**src/rtl/throw_sprite_engine.sv**
```systemverilog
// rtl/throw_sprite_engine.sv - thrown-object flight FSM and 2-clock sprite pixel pipeline
// Optional build macro THROW_MIRROR_EN: mirror sprite columns while travelling left.
module throw_sprite_engine #(
    parameter int ADDR_WIDTH  = 10,
    parameter int H_MAX       = 640,
    parameter int GROUND_Y    = 448,
    parameter int GRAVITY     = 1,
    parameter int VY_MAX      = 15,
    parameter int HOLD_FRAMES = 30
) (
    input  logic                  clk,
    input  logic                  reset,
    input  logic [10:0]           x,
    input  logic [10:0]           y,
    input  logic                  frame_tick,
    input  logic                  throw_req,
    input  logic [10:0]           throw_x0,
    input  logic [10:0]           throw_y0,
    input  logic [5:0]            throw_vx,
    input  logic [6:0]            throw_vy,
    output logic [ADDR_WIDTH-1:0] ram_addr_r,
    input  logic [1:0]            ram_dout,
    output logic [11:0]           sprite_rgb,
    output logic                  sprite_en,
    output logic                  busy
);
    localparam int HW = $clog2(HOLD_FRAMES + 1);
    localparam logic signed [12:0] X_LIM  = 13'(H_MAX - 32);
    localparam logic signed [12:0] Y_LIM  = 13'(GROUND_Y - 32);
    localparam logic signed [7:0]  VY_LIM = 8'(VY_MAX);
    localparam logic signed [7:0]  GRAV   = 8'(GRAVITY);

    typedef enum logic [1:0] {IDLE, FLIGHT, LANDED} state_t;

    state_t             state_q;
    logic [10:0]        pos_x_q, pos_y_q;
    logic signed [5:0]  vx_q;
    logic signed [6:0]  vy_q;
    logic [HW-1:0]      hold_cnt_q;
    logic               hit1_q, sprite_en_q;
    logic [11:0]        sprite_rgb_q;

    logic signed [12:0] nx_d, ny_d;
    logic signed [7:0]  vy_inc_d;
    logic signed [6:0]  vy_grav_d;

    assign nx_d      = $signed({2'b00, pos_x_q}) + 13'(vx_q);
    assign ny_d      = $signed({2'b00, pos_y_q}) + 13'(vy_q);
    assign vy_inc_d  = 8'(vy_q) + GRAV;
    assign vy_grav_d = (vy_inc_d > VY_LIM) ? 7'(VY_MAX) : vy_inc_d[6:0];

    always_ff @(posedge clk) begin
        if (reset) begin
            state_q    <= IDLE;
            pos_x_q    <= '0;
            pos_y_q    <= '0;
            vx_q       <= '0;
            vy_q       <= '0;
            hold_cnt_q <= '0;
        end else begin
            case (state_q)
                IDLE: if (throw_req) begin
                    pos_x_q <= throw_x0;
                    pos_y_q <= throw_y0;
                    vx_q    <= throw_vx;
                    vy_q    <= throw_vy;
                    state_q <= FLIGHT;
                end
                FLIGHT: if (frame_tick) begin
                    vy_q <= vy_grav_d;
                    if (nx_d < 0) begin
                        pos_x_q <= '0;
                        vx_q    <= -vx_q;
                    end else if (nx_d > X_LIM) begin
                        pos_x_q <= X_LIM[10:0];
                        vx_q    <= -vx_q;
                    end else begin
                        pos_x_q <= nx_d[10:0];
                    end
                    // Landing overrides any horizontal bounce on the same frame.
                    if (ny_d < 0) begin
                        pos_y_q <= '0;
                        vy_q    <= '0;
                    end else if (ny_d >= Y_LIM) begin
                        pos_y_q    <= Y_LIM[10:0];
                        vx_q       <= '0;
                        vy_q       <= '0;
                        hold_cnt_q <= HW'(HOLD_FRAMES - 1);
                        state_q    <= LANDED;
                    end else begin
                        pos_y_q <= ny_d[10:0];
                    end
                end
                LANDED: if (frame_tick) begin
                    if (hold_cnt_q == '0) state_q <= IDLE;
                    else                  hold_cnt_q <= hold_cnt_q - 1'b1;
                end
                default: state_q <= IDLE;
            endcase
        end
    end

    logic [10:0] dx, dy;
    logic [4:0]  col;
    logic        hit0;

    assign busy = (state_q != IDLE);
    assign dx   = x - pos_x_q;
    assign dy   = y - pos_y_q;
    assign hit0 = busy && (dx[10:5] == '0) && (dy[10:5] == '0) && (x < 11'(H_MAX));
`ifdef THROW_MIRROR_EN
    assign col  = vx_q[5] ? ~dx[4:0] : dx[4:0];
`else
    assign col  = dx[4:0];
`endif
    assign ram_addr_r = ADDR_WIDTH'({dy[4:0], col});

    // hit1 lines up with ram_dout, which the RAM returns one clock after the address.
    always_ff @(posedge clk) begin
        if (reset) begin
            hit1_q       <= 1'b0;
            sprite_en_q  <= 1'b0;
            sprite_rgb_q <= '0;
        end else begin
            hit1_q      <= hit0;
            sprite_en_q <= hit1_q && (ram_dout != 2'd0);
            if (!hit1_q) sprite_rgb_q <= '0;
            else begin
                case (ram_dout)
                    2'd1:    sprite_rgb_q <= 12'hFFF;
                    2'd2:    sprite_rgb_q <= 12'hF80;
                    2'd3:    sprite_rgb_q <= 12'h420;
                    default: sprite_rgb_q <= 12'h000;
                endcase
            end
        end
    end

    assign sprite_en  = sprite_en_q;
    assign sprite_rgb = sprite_rgb_q;
endmodule
```
**config.mk**
```make
export PLATFORM = sky130hd
export DESIGN_NAME = throw_sprite_engine
export DESIGN_NICKNAME = d
export VERILOG_FILES = /design/src/rtl/throw_sprite_engine.sv
export SDC_FILE = /design/constraint.sdc
export NUM_CORES = 1
export LEC_CHECK = 0
export ABC_CLOCK_PERIOD_IN_PS = 4200
export CAP_MARGIN = 20
export CORE_MARGIN = 2
export CORE_UTILIZATION = 44
export CTS_CLUSTER_SIZE = 28
export DETAILED_ROUTE_END_ITERATION = 6
export GPL_ROUTABILITY_DRIVEN = 1
export HOLD_SLACK_MARGIN = 0.05
export PLACE_DENSITY_LB_ADDON = 0.12
export SLEW_MARGIN = 5
export SYNTH_ARGS = -nofsm -noshare
export SYNTH_HDL_FRONTEND = slang
export SYNTH_SLANG_ARGS = --single-unit
```
**constraint.sdc**
```tcl
create_clock -name clk -period 4.2 [get_ports clk]
set_input_delay 0.84 -clock clk [delete_from_list [all_inputs] [get_ports clk]]
set_output_delay 0.84 -clock clk [all_outputs]
set_load 0.005 [all_outputs]
```
==> results.sh, run 1 <==
export IMPL_status="finished clean"
export IMPL_ant_nets=0
export IMPL_hold_path_startpoint="pos_y_q[9]"
export IMPL_hp_class="reg2reg"
export IMPL_worstPathRequired_ns=3.36
export IMPL_antenna_found_initial=0
export IMPL_ys_seq_elements=48
export IMPL_synth_main_ff_cell="dfxtp_1"
export IMPL_synth_cell_types=65
export IMPL_final_cell_mix="clkdlybuf4s50_1, inv_1, ha_1, dfxtp_1, a21oi_1"
export IMPL_cts_tree="built"
export IMPL_syn_area_um2=4576
export IMPL_cts_sinks=48
export IMPL_hold_viol=0
export IMPL_synthToLayoutAreaGrowth_pct=23.87
export IMPL_gp_congestion=0.9225
export IMPL_drc=0
export IMPL_cpPeakStageDelay_ns=0.51
export IMPL_dieWidth_um=106.0
export IMPL_grt_pass1_vias=4467
export IMPL_wl_per_cell_um=16.15
export IMPL_clk_pin_slew_ns=0.10
export IMPL_slew_violations=0
export IMPL_cp_arrival_ns=2.99
export IMPL_powerDensity_nw_per_um2=322.1
export IMPL_finalClockSkew_ns=0.008967
export IMPL_cpMaxStageDelayCell="clkdlybuf4s50_1"
export IMPL_timing_final_crit_share_pct=91.16
export IMPL_die_h_um=106.0
export IMPL_p_leak_nw=2.358
export IMPL_layout_commonest_cell="clkdlybuf4s50_1"
export IMPL_worst_pin_slew_ns=0.7521
export IMPL_syn_inst=575
export IMPL_syn_area_per_cell_um2=7.958
export IMPL_synth_edf_count=0
export IMPL_grt_max_degree=46
export IMPL_async_reset_ff_share_pct=0
export IMPL_clock_latency_ns=0.31
export IMPL_critPathMaxFanout=2
export IMPL_min_period_ns=3.829
export IMPL_crit_start="y[0]"
export IMPL_grtUsageTotal_pct=22.80
export IMPL_initial_core_util_pct=44.72
export IMPL_coreArea_um2=10230
export IMPL_synth_top_area_share_pct=21.00
export IMPL_finalNetCount=767
export IMPL_place_area_um2=5537
export IMPL_cts_hold_fix_buffers=0
export IMPL_end_kind="output pin"
export IMPL_rsz0062_at_grt="false"
export IMPL_drive_gt1_share_pct=5.547
export IMPL_seq_area_frac_synth_pct=21.00
export IMPL_num_vias=4490
export IMPL_drt_vias_per_instance=5.720
export IMPL_drt_initial_drc_count=147
export IMPL_port_buffers=86
export IMPL_cts_resized=0
export IMPL_finalSetupViolCount=0
export IMPL_cts_buffers=5
export IMPL_r2r_start="vy_q[0]"
export IMPL_dp_hpwl_um=9931
export IMPL_finalInstanceArea_um2=5668
export IMPL_pin_count=87
export IMPL_yosysTopAreaCell="dfxtp_1"
export IMPL_finalSetupTns_ns=0
export IMPL_crit_path_frequent_cell="clkdlybuf4s50_1"
export IMPL_grt_pass1_wl_um=20850
export IMPL_dr_pass1_iters=5
export IMPL_worstSetupPathType="in2out"
export IMPL_fp_row_count=37
export IMPL_syn_nets=694
export IMPL_grt_overflow_total=0
export IMPL_max_freq_mhz=261.2
export IMPL_relSlewSlack_pct=49.86
export IMPL_routed_wirelength_um=12670
export IMPL_cts_htree_levels=2
export IMPL_antenna_cells=0
export IMPL_cp_cell_sequence="clkdlybuf4s50_1 -> inv_1 -> ha_1 -> fa_1 -> nor2b_1 -> o21ai_0 -> nand2b_1 -> xor2_1 -> clkdlybuf4s50_1"
export IMPL_cap_violations=0
export IMPL_synth_area_leaders="dfxtp_1, ha_1, a21oi_1, inv_1, a211oi_1"
export IMPL_cts_path_max_buffers=2
export IMPL_cp_start_kind="input port"
export IMPL_dieArea_um2=11230
export IMPL_ir_drop_mv=0.1354
export IMPL_cts_setup_buffers=0
export IMPL_clockRootBuffer="clkbuf_8"
export IMPL_yosysWarnings=0
==> worst max-delay path, delay by kind of cell <==
kind                       cells  cell delay, ns
buffers and inverters          3            1.01
AOI/OAI and AO/OA              1            0.10
adders and majority gates      2            0.62
xor gates and xnor gates       1            0.16
and+or+nand+nor                2            0.26
==> per-stage QoR <==
stage	std cells	setup slack (ns)	power [mW]	hold WS [ns]	utilization, %
global route	785	0.2149	1.970	0.5222	55.40
detailed placement	776	0.3855	1.482	0.4778	54.12
global placement	776	0.4291	1.462	0.4699	54.12
CTS	784	0.3781	1.826	0.4913	55.20
finish	785	0.3711	1.826	0.4871	55.40
floorplan	575	1.036	1.182	0.4492	-
==> final cells by class <==
class	instances	area [µm²]
clock buffer	5	68.82
clock inverter	3	42.54
fill	933	4563
inverter	58	217.7
multi-input combinational	439	3259
sequential	48	960.9
tap	136	170.2
timing repair buffer	96	948.4
==> where the power goes <==
group | internal, mW | switching, mW | total, mW | leakage [nW]
Combinational | 0.432 | 0.497 | 0.929 | 1.91
Clock | 0.176 | 0.165 | 0.341 | 0.0541
Sequential | 0.503 | 0.0529 | 0.556 | 0.395
Total | 1.11 | 0.715 | 1.83 | 2.36
==> Yosys cell counts, types with 4 or more instances <==
| cell | count |
|---|---|
| nand4b_1 | 5 |
| o21ai_0 | 20 |
| mux2i_1 | 6 |
| a31oi_1 | 10 |
| nor4_1 | 6 |
| a221oi_1 | 21 |
| nand3_1 | 15 |
| a211oi_1 | 26 |
| xnor2_1 | 20 |
| and3_1 | 8 |
| xor2_1 | 10 |
| a21o_1 | 14 |
| o21a_1 | 4 |
| and2_1 | 5 |
| nand2b_1 | 11 |
| a21oi_1 | 44 |
| inv_1 | 58 |
| dfxtp_1 | 48 |
| o22ai_1 | 5 |
| nor2b_1 | 10 |
| nor2_1 | 26 |
| nand2_1 | 31 |
| clkbuf_1 | 19 |
| ha_1 | 52 |
| or3_1 | 4 |
| fa_1 | 4 |
| or4_1 | 4 |
| a22oi_1 | 5 |
| buf_4 | 9 |
| nor3_1 | 16 |
| a211o_1 | 5 |
==> registers in the layout, summed over array words and instances (netlist names) <==
register / count
pos_x_q: 11
pos_y_q: 11
vy_q: 7
vx_q: 6
hold_cnt_q: 5
sprite_rgb: 4
state_q: 2
hit1_q: 1
sprite_en: 1
==> logic make-up (layout without fill, tap and decap cells) <==
family	after synthesis	count (layout)	share of synthesized area, %
adders and majority gates	56	56	15.97
and+or+nand+nor	156	156	18.40
DFF	48	48	21.00
buffers and inverters	88	162	8.012
AOI/OAI and AO/OA	188	188	28.82
xor gates and xnor gates	30	30	5.742
muxes	9	9	2.051
==> path summary, 6_finish.rpt <==
kind / to / slack, ns / cells after the start
max reg2reg: vx_q[4] / 0.45 / 12
max: ram_addr_r[9] / 0.37 / 9
min: pos_y_q[9] / 0.49 / 2
min reg2reg: pos_y_q[9] / 0.49 / 2
==> per-layer routing <==
| layer | vias to the layer above | part of all wire (%) | wire length [µm] | GRT usage [%] |
|---|---|---|---|---|
| li1 | 2282 | - | - | - |
| met1 | 2082 | 44 | 5569 | 26.52 |
| met2 | 93 | 49 | 6251 | 41.20 |
| met3 | 33 | 2.6 | 330 | 2.759 |
| met4 | 0 | 4.1 | 523 | 11.28 |
| met5 | - | 0 | 0 | 0 |
No activity file was read; power rests on OpenSTA's default activity.
==> run 2, diff against run 1 <==
--- a/config.mk
+++ b/config.mk
@@ -6,7 +6,6 @@
 export NUM_CORES = 1
 export LEC_CHECK = 0
 export ABC_CLOCK_PERIOD_IN_PS = 4200
-export CAP_MARGIN = 20
 export CORE_MARGIN = 2
 export CORE_UTILIZATION = 44
 export CTS_CLUSTER_SIZE = 28
==> run 2 against run 1 <==
Worst hold slack gained 0.0023 ns. Die area is the same. Via count rose by 0.51%. Clock skew hardly changed. Count of clock-buffer cells in the layout unchanged. Clock power hardly changed. Critical path depth unchanged. Flip-flop and latch count unchanged. Wire length decreased by 0.41%.
==> results.sh, run 2 (same netlist as run 1, synthesis figures left out) <==
export IMPL_crit_family="buffers and inverters"
export IMPL_grtUsageTotal_pct=22.80
export IMPL_regArea_um2=960.9
export IMPL_reg_largest_list="pos_x_q x11, pos_y_q x11, vy_q x7"
export IMPL_port_buffers=86
export IMPL_min_period_ns=3.829
export IMPL_finalNetCount=766
export IMPL_finalSetupViolCount=0
export IMPL_dieWidth_um=106.0
export IMPL_slew_violations=0
export IMPL_hp_class="reg2reg"
export IMPL_clk_pin_slew_ns=0.10
export IMPL_drc=0
export IMPL_worst_pin_slew_ns=1.162
export IMPL_dp_hpwl_um=9931
export IMPL_fillCellCount=939
export IMPL_relSlewSlack_pct=22.37
export IMPL_cts_setup_buffers=0
export IMPL_drt_initial_drc_count=158
export IMPL_combinationalPowerShare_pct=50.7
export IMPL_antenna_cells=0
export IMPL_crit_path_frequent_cell="clkdlybuf4s50_1"
export IMPL_fp_row_count=37
export IMPL_initial_core_util_pct=44.72
export IMPL_finalSetupTns_ns=0
export IMPL_end_kind="output pin"
export IMPL_worstSetupPathType="in2out"
export IMPL_drt_vias_per_instance=5.756
export IMPL_drive_gt1_share_pct=5.401
export IMPL_synthToLayoutAreaGrowth_pct=23.43
export IMPL_critPathMaxFanout=2
export IMPL_cp_cell_sequence="clkdlybuf4s50_1 -> inv_1 -> ha_1 -> fa_1 -> nor2b_1 -> o21ai_0 -> nand2b_1 -> xor2_1 -> clkdlybuf4s50_1"
export IMPL_rsz0062_at_grt="false"
export IMPL_finalClockSkew_ns=0.008981
export IMPL_gp_congestion=0.9225
export IMPL_clockRootBuffer="clkbuf_8"
export IMPL_cp_arrival_ns=2.99
export IMPL_dp_cells=776
export IMPL_grt_overflow_total=0
export IMPL_cp_start_kind="input port"
export IMPL_powerDensity_nw_per_um2=322.2
export IMPL_cts_sinks=48
export IMPL_pin_count=87
export IMPL_intPower_mw=1.106
export IMPL_cts_hold_fix_buffers=0
export IMPL_grt_max_degree=46
export IMPL_cts_buffers=5
export IMPL_p_leak_nw=2.349
export IMPL_final_cell_mix="clkdlybuf4s50_1, inv_1, ha_1, dfxtp_1, a21oi_1"
export IMPL_cts_htree_levels=2
export IMPL_ir_drop_mv=0.1361
export IMPL_dieArea_um2=11230
export IMPL_status="finished clean"
export IMPL_dr_pass1_iters=4
export IMPL_wl_per_cell_um=16.10
export IMPL_coreArea_um2=10230
export IMPL_path_buf_inv=3
export IMPL_p_seq_share_pct=30.6
export IMPL_antenna_found_initial=0
export IMPL_cpMaxStageDelayCell="clkdlybuf4s50_1"
export IMPL_hold_viol=0
export IMPL_cts_tree="built"
export IMPL_layout_commonest_cell="clkdlybuf4s50_1"
export IMPL_p_sw_share_pct=39.23
export IMPL_grt_pass1_wl_um=20850
export IMPL_clkPwrFrac_pct=18.7
export IMPL_ant_nets=0
export IMPL_instances_no_fill=784
export IMPL_worstPathRequired_ns=3.36
export IMPL_timing_final_crit_share_pct=91.16
export IMPL_cap_violations=0
export IMPL_grt_pass1_vias=4467
export IMPL_routed_wirelength_um=12620
export IMPL_cpPeakStageDelay_ns=0.51
export IMPL_timing_hold_ws_ns=0.4894
export IMPL_die_h_um=106.0
export IMPL_num_vias=4513
export IMPL_multiInputGateArea_um2=3259
export IMPL_cts_resized=0
export IMPL_p_sw_uw=714.0
export IMPL_max_freq_mhz=261.2
export IMPL_clock_latency_ns=0.31
export IMPL_cts_path_max_buffers=2
run 2: changes by cell type in the layout (fill, tap and decap cells not counted), sizes merged:
cell,previous run,this run
buf,10,9
run 2: worst reg2reg max path: stages (launching register included):
cell	delay, ns
dfxtp_1	0.47
ha_1	0.22
inv_1	0.06
fa_1	0.41
nand2b_1	0.19
a21o_1	0.23
a211o_1	0.33
a221oi_1	0.34
a32oi_1	0.14
a211oi_4	0.44
o21ai_2	0.18
or4_1	0.50
a31oi_1	0.15
run 2: power groups by stage:
stage	Sequential, mW	Clock (mW)	Combinational (mW)
finish	0.556	0.341	0.923
detailed placement	0.565	0	0.917
CTS	0.555	0.349	0.922
global placement	0.565	0	0.897
global route	0.562	0.369	1.03
floorplan	0.548	0	0.634
run 2: worst paths after layout:
kind,cells past startpoint,startpoint,slack (ns),end
max,9,y[0],0.37,ram_addr_r[9]
min,2,pos_y_q[9],0.49,pos_y_q[9]
max reg2reg,12,vy_q[0],0.46,vx_q[4]
min reg2reg,2,pos_y_q[9],0.49,pos_y_q[9]
run 2: metrics by stage:
stage | instance area (µm²) | power, mW | utilization [%] | worst slack, ns
2_1_floorplan | 4576 | 1.182 | - | 1.036
3_3_place_gp | 5537 | 1.462 | 54.12 | 0.4291
3_5_place_dp | 5537 | 1.482 | 54.12 | 0.3855
4_1_cts | 5648 | 1.826 | 55.20 | 0.3781
5_1_grt | 5648 | 1.963 | 55.20 | 0.1682
6_report | 5648 | 1.820 | 55.20 | 0.3711
run 2: layer usage:
| layer | vias to the layer above | wire, µm | global-route usage, % |
|---|---|---|---|
| met5 | - | 0 | 0 |
| met4 | 0 | 536 | 11.28 |
| met3 | 33 | 341 | 2.759 |
| met2 | 92 | 6232 | 41.20 |
| met1 | 2108 | 5511 | 26.52 |
| li1 | 2280 | - | - |
run 2: cell type report:
class / instances / area share (%)
Multi-Input combinational cell: 439 / 57.71
Sequential cell: 48 / 17.01
Timing Repair Buffer: 95 / 16.44
Inverter: 58 / 3.855
Tap cell: 136 / 3.013
Clock buffer: 5 / 1.218
Clock inverter: 3 / 0.7532
==> run 3, diff against run 2 <==
--- a/config.mk
+++ b/config.mk
@@ -11,6 +11,7 @@
 export CTS_CLUSTER_SIZE = 28
 export DETAILED_ROUTE_END_ITERATION = 6
 export GPL_ROUTABILITY_DRIVEN = 1
+export GPL_TIMING_DRIVEN = 0
 export HOLD_SLACK_MARGIN = 0.05
 export PLACE_DENSITY_LB_ADDON = 0.12
 export SLEW_MARGIN = 5
==> run 3 against run 2 <==
Cell count is 2.6% higher. Register-to-register slack got worse by 0.03 ns. Die area did not move. Clock skew increased by 0.0012 ns. Final area is 0.75% higher. Wire length up 9.6%. Via count is 3.9% higher. First-iteration DRC count rose by 24%. Critical path depth increased by 4. Critical path type is now in2reg. Highest routed layer unchanged.
==> results.sh, run 3 (same netlist as run 1, synthesis figures left out) <==
export IMPL_initial_core_util_pct=44.72
export IMPL_end_kind="flip-flop"
export IMPL_place_area_um2=5597
export IMPL_slew_violations=0
export IMPL_layout_commonest_cell="clkdlybuf4s50_1"
export IMPL_p_seq_share_pct=31.2
export IMPL_fp_row_count=37
export IMPL_routed_wirelength_um=13830
export IMPL_grt_max_degree=15
export IMPL_dp_hpwl_um=11010
export IMPL_intPower_mw=1.060
export IMPL_gp_congestion=0.8758
export IMPL_powerDensity_nw_per_um2=314.7
export IMPL_reg_largest_list="pos_x_q x11, pos_y_q x11, vy_q x7"
export IMPL_clkPwrFrac_pct=16.7
export IMPL_r2r_end="pos_y_q[3]"
export IMPL_cts_path_max_buffers=2
export IMPL_finalClockSkew_ns=0.01014
export IMPL_rrSetupSlack_ns=0.43
export IMPL_hold_path_startpoint="hit1_q"
export IMPL_synthToLayoutAreaGrowth_pct=24.36
export IMPL_hp_class="reg2reg"
export IMPL_cts_tree="built"
export IMPL_holdPathStages=1
export IMPL_rsz0062_at_grt="false"
export IMPL_clk_pin_slew_ns=0.09
export IMPL_max_freq_mhz=260.7
export IMPL_ff2ff_path_depth=13
export IMPL_antenna_cells=0
export IMPL_drt_initial_drc_count=196
export IMPL_p_leak_nw=2.367
export IMPL_drive_gt1_share_pct=5.240
export IMPL_critPathMaxFanout=3
export IMPL_grt_overflow_total=0
export IMPL_timing_final_crit_share_pct=91.35
export IMPL_cts_resized=0
export IMPL_cts_setup_buffers=0
export IMPL_final_cell_mix="clkdlybuf4s50_1, inv_1, ha_1, dfxtp_1, a21oi_1"
export IMPL_worstPathRequired_ns=4.30
export IMPL_cp_start_kind="input port"
export IMPL_grt_pass1_wl_um=22890
export IMPL_grtUsageTotal_pct=25.30
export IMPL_cp_arrival_ns=3.94
export IMPL_dieWidth_um=106.0
export IMPL_min_period_ns=3.837
export IMPL_die_h_um=106.0
export IMPL_cts_htree_levels=2
export IMPL_pin_count=87
export IMPL_finalSetupTns_ns=0
export IMPL_drc=0
export IMPL_finalSetupViolCount=0
export IMPL_fillCellCount=982
export IMPL_relSlewSlack_pct=28.13
export IMPL_worstSetupPathType="in2reg"
export IMPL_antenna_found_initial=0
export IMPL_r2r_start="vy_q[0]"
export IMPL_cts_buffers=5
export IMPL_num_vias=4690
export IMPL_clockRootBuffer="clkbuf_8"
export IMPL_holdPathEnd="sprite_en"
export IMPL_combinationalPowerShare_pct=52.1
export IMPL_ir_drop_mv=0.1479
export IMPL_status="finished clean"
export IMPL_port_buffers=85
export IMPL_p_sw_share_pct=40.84
export IMPL_finalInstanceArea_um2=5690
export IMPL_coreArea_um2=10230
export IMPL_hold_viol=0
export IMPL_cts_hold_fix_buffers=0
export IMPL_worst_pin_slew_ns=1.051
export IMPL_clock_latency_ns=0.31
export IMPL_drt_vias_per_instance=5.833
export IMPL_dr_pass1_iters=5
export IMPL_wl_per_cell_um=17.21
export IMPL_dieArea_um2=11230
export IMPL_grt_pass1_vias=4677
export IMPL_cap_violations=0
export IMPL_finalNetCount=786
export IMPL_cts_sinks=48
export IMPL_ant_nets=0
export IMPL_p_sw_uw=731.4
-- run 3: worst max-delay path by stage --
stage | slack, ns | endpoint | from | cells past startpoint
after floorplan | 1.04 | vx_q[4] | vy_q[0] | 12
after CTS | 0.38 | ram_addr_r[4] | x[0] | 9
final | 0.36 | hit1_q | x[0] | 13
after global placement | 0.16 | hit1_q | x[0] | 13
after global routing | 0.17 | pos_y_q[3] | vy_q[0] | 13
after detailed placement | 0.14 | hit1_q | x[0] | 13
-- run 3: area by class of cell --
cell class | instances | area, µm² | share of cell area, %
well taps | 136 | 170.2 | 2.990
inverters | 58 | 217.7 | 3.826
multi-input cells | 439 | 3248 | 57.08
flip-flops and latches | 48 | 960.9 | 16.89
clock inverters | 1 | 7.507 | 0.1319
repair buffers | 85 | 850.8 | 14.95
plain buffers | 30 | 148.9 | 2.617
clock buffers | 7 | 86.33 | 1.517
-- run 3: metrics by stage --
step	power, mW	hold WS (ns)	worst slack (ns)	utilization (%)	cells
after floorplan	1.182	0.4492	1.036	-	575
after global placement	1.470	0.4606	0.1565	54.70	796
after detailed placement	1.490	0.4626	0.1437	54.70	796
after CTS	1.790	0.4782	0.3817	55.62	804
after global routing	1.925	0.4986	0.1678	55.62	804
final	1.791	0.4782	0.3635	55.62	804
-- run 3: layer usage --
| metal | GRT usage [%] | share of wire (%) |
|---|---|---|
| met2 | 45.35 | 49 |
| met5 | 0 | 0 |
| met3 | 2.943 | 3.4 |
| met4 | 8.929 | 3.1 |
| met1 | 31.25 | 44 |
-- run 3: power by group through the flow --
stage | clock [mW] | combinational [mW] | sequential (mW)
floorplan | 0 | 0.634 | 0.548
global placement | 0 | 0.904 | 0.566
detailed placement | 0 | 0.923 | 0.567
CTS | 0.305 | 0.928 | 0.557
global route | 0.322 | 1.04 | 0.565
finish | 0.300 | 0.933 | 0.558
-- run 3: worst max-delay path, cell delays in order --
cell and delay [ns]:
clkdlybuf4s50_1 0.46, inv_1 0.04, ha_1 0.21, fa_1 0.41
nor2b_1 0.12, o21ai_0 0.08, nand2b_1 0.12, a21oi_1 0.13
o21ai_0 0.18, a31oi_1 0.15, mux2_2 0.25, nand3_1 0.06
a2111oi_0 0.89
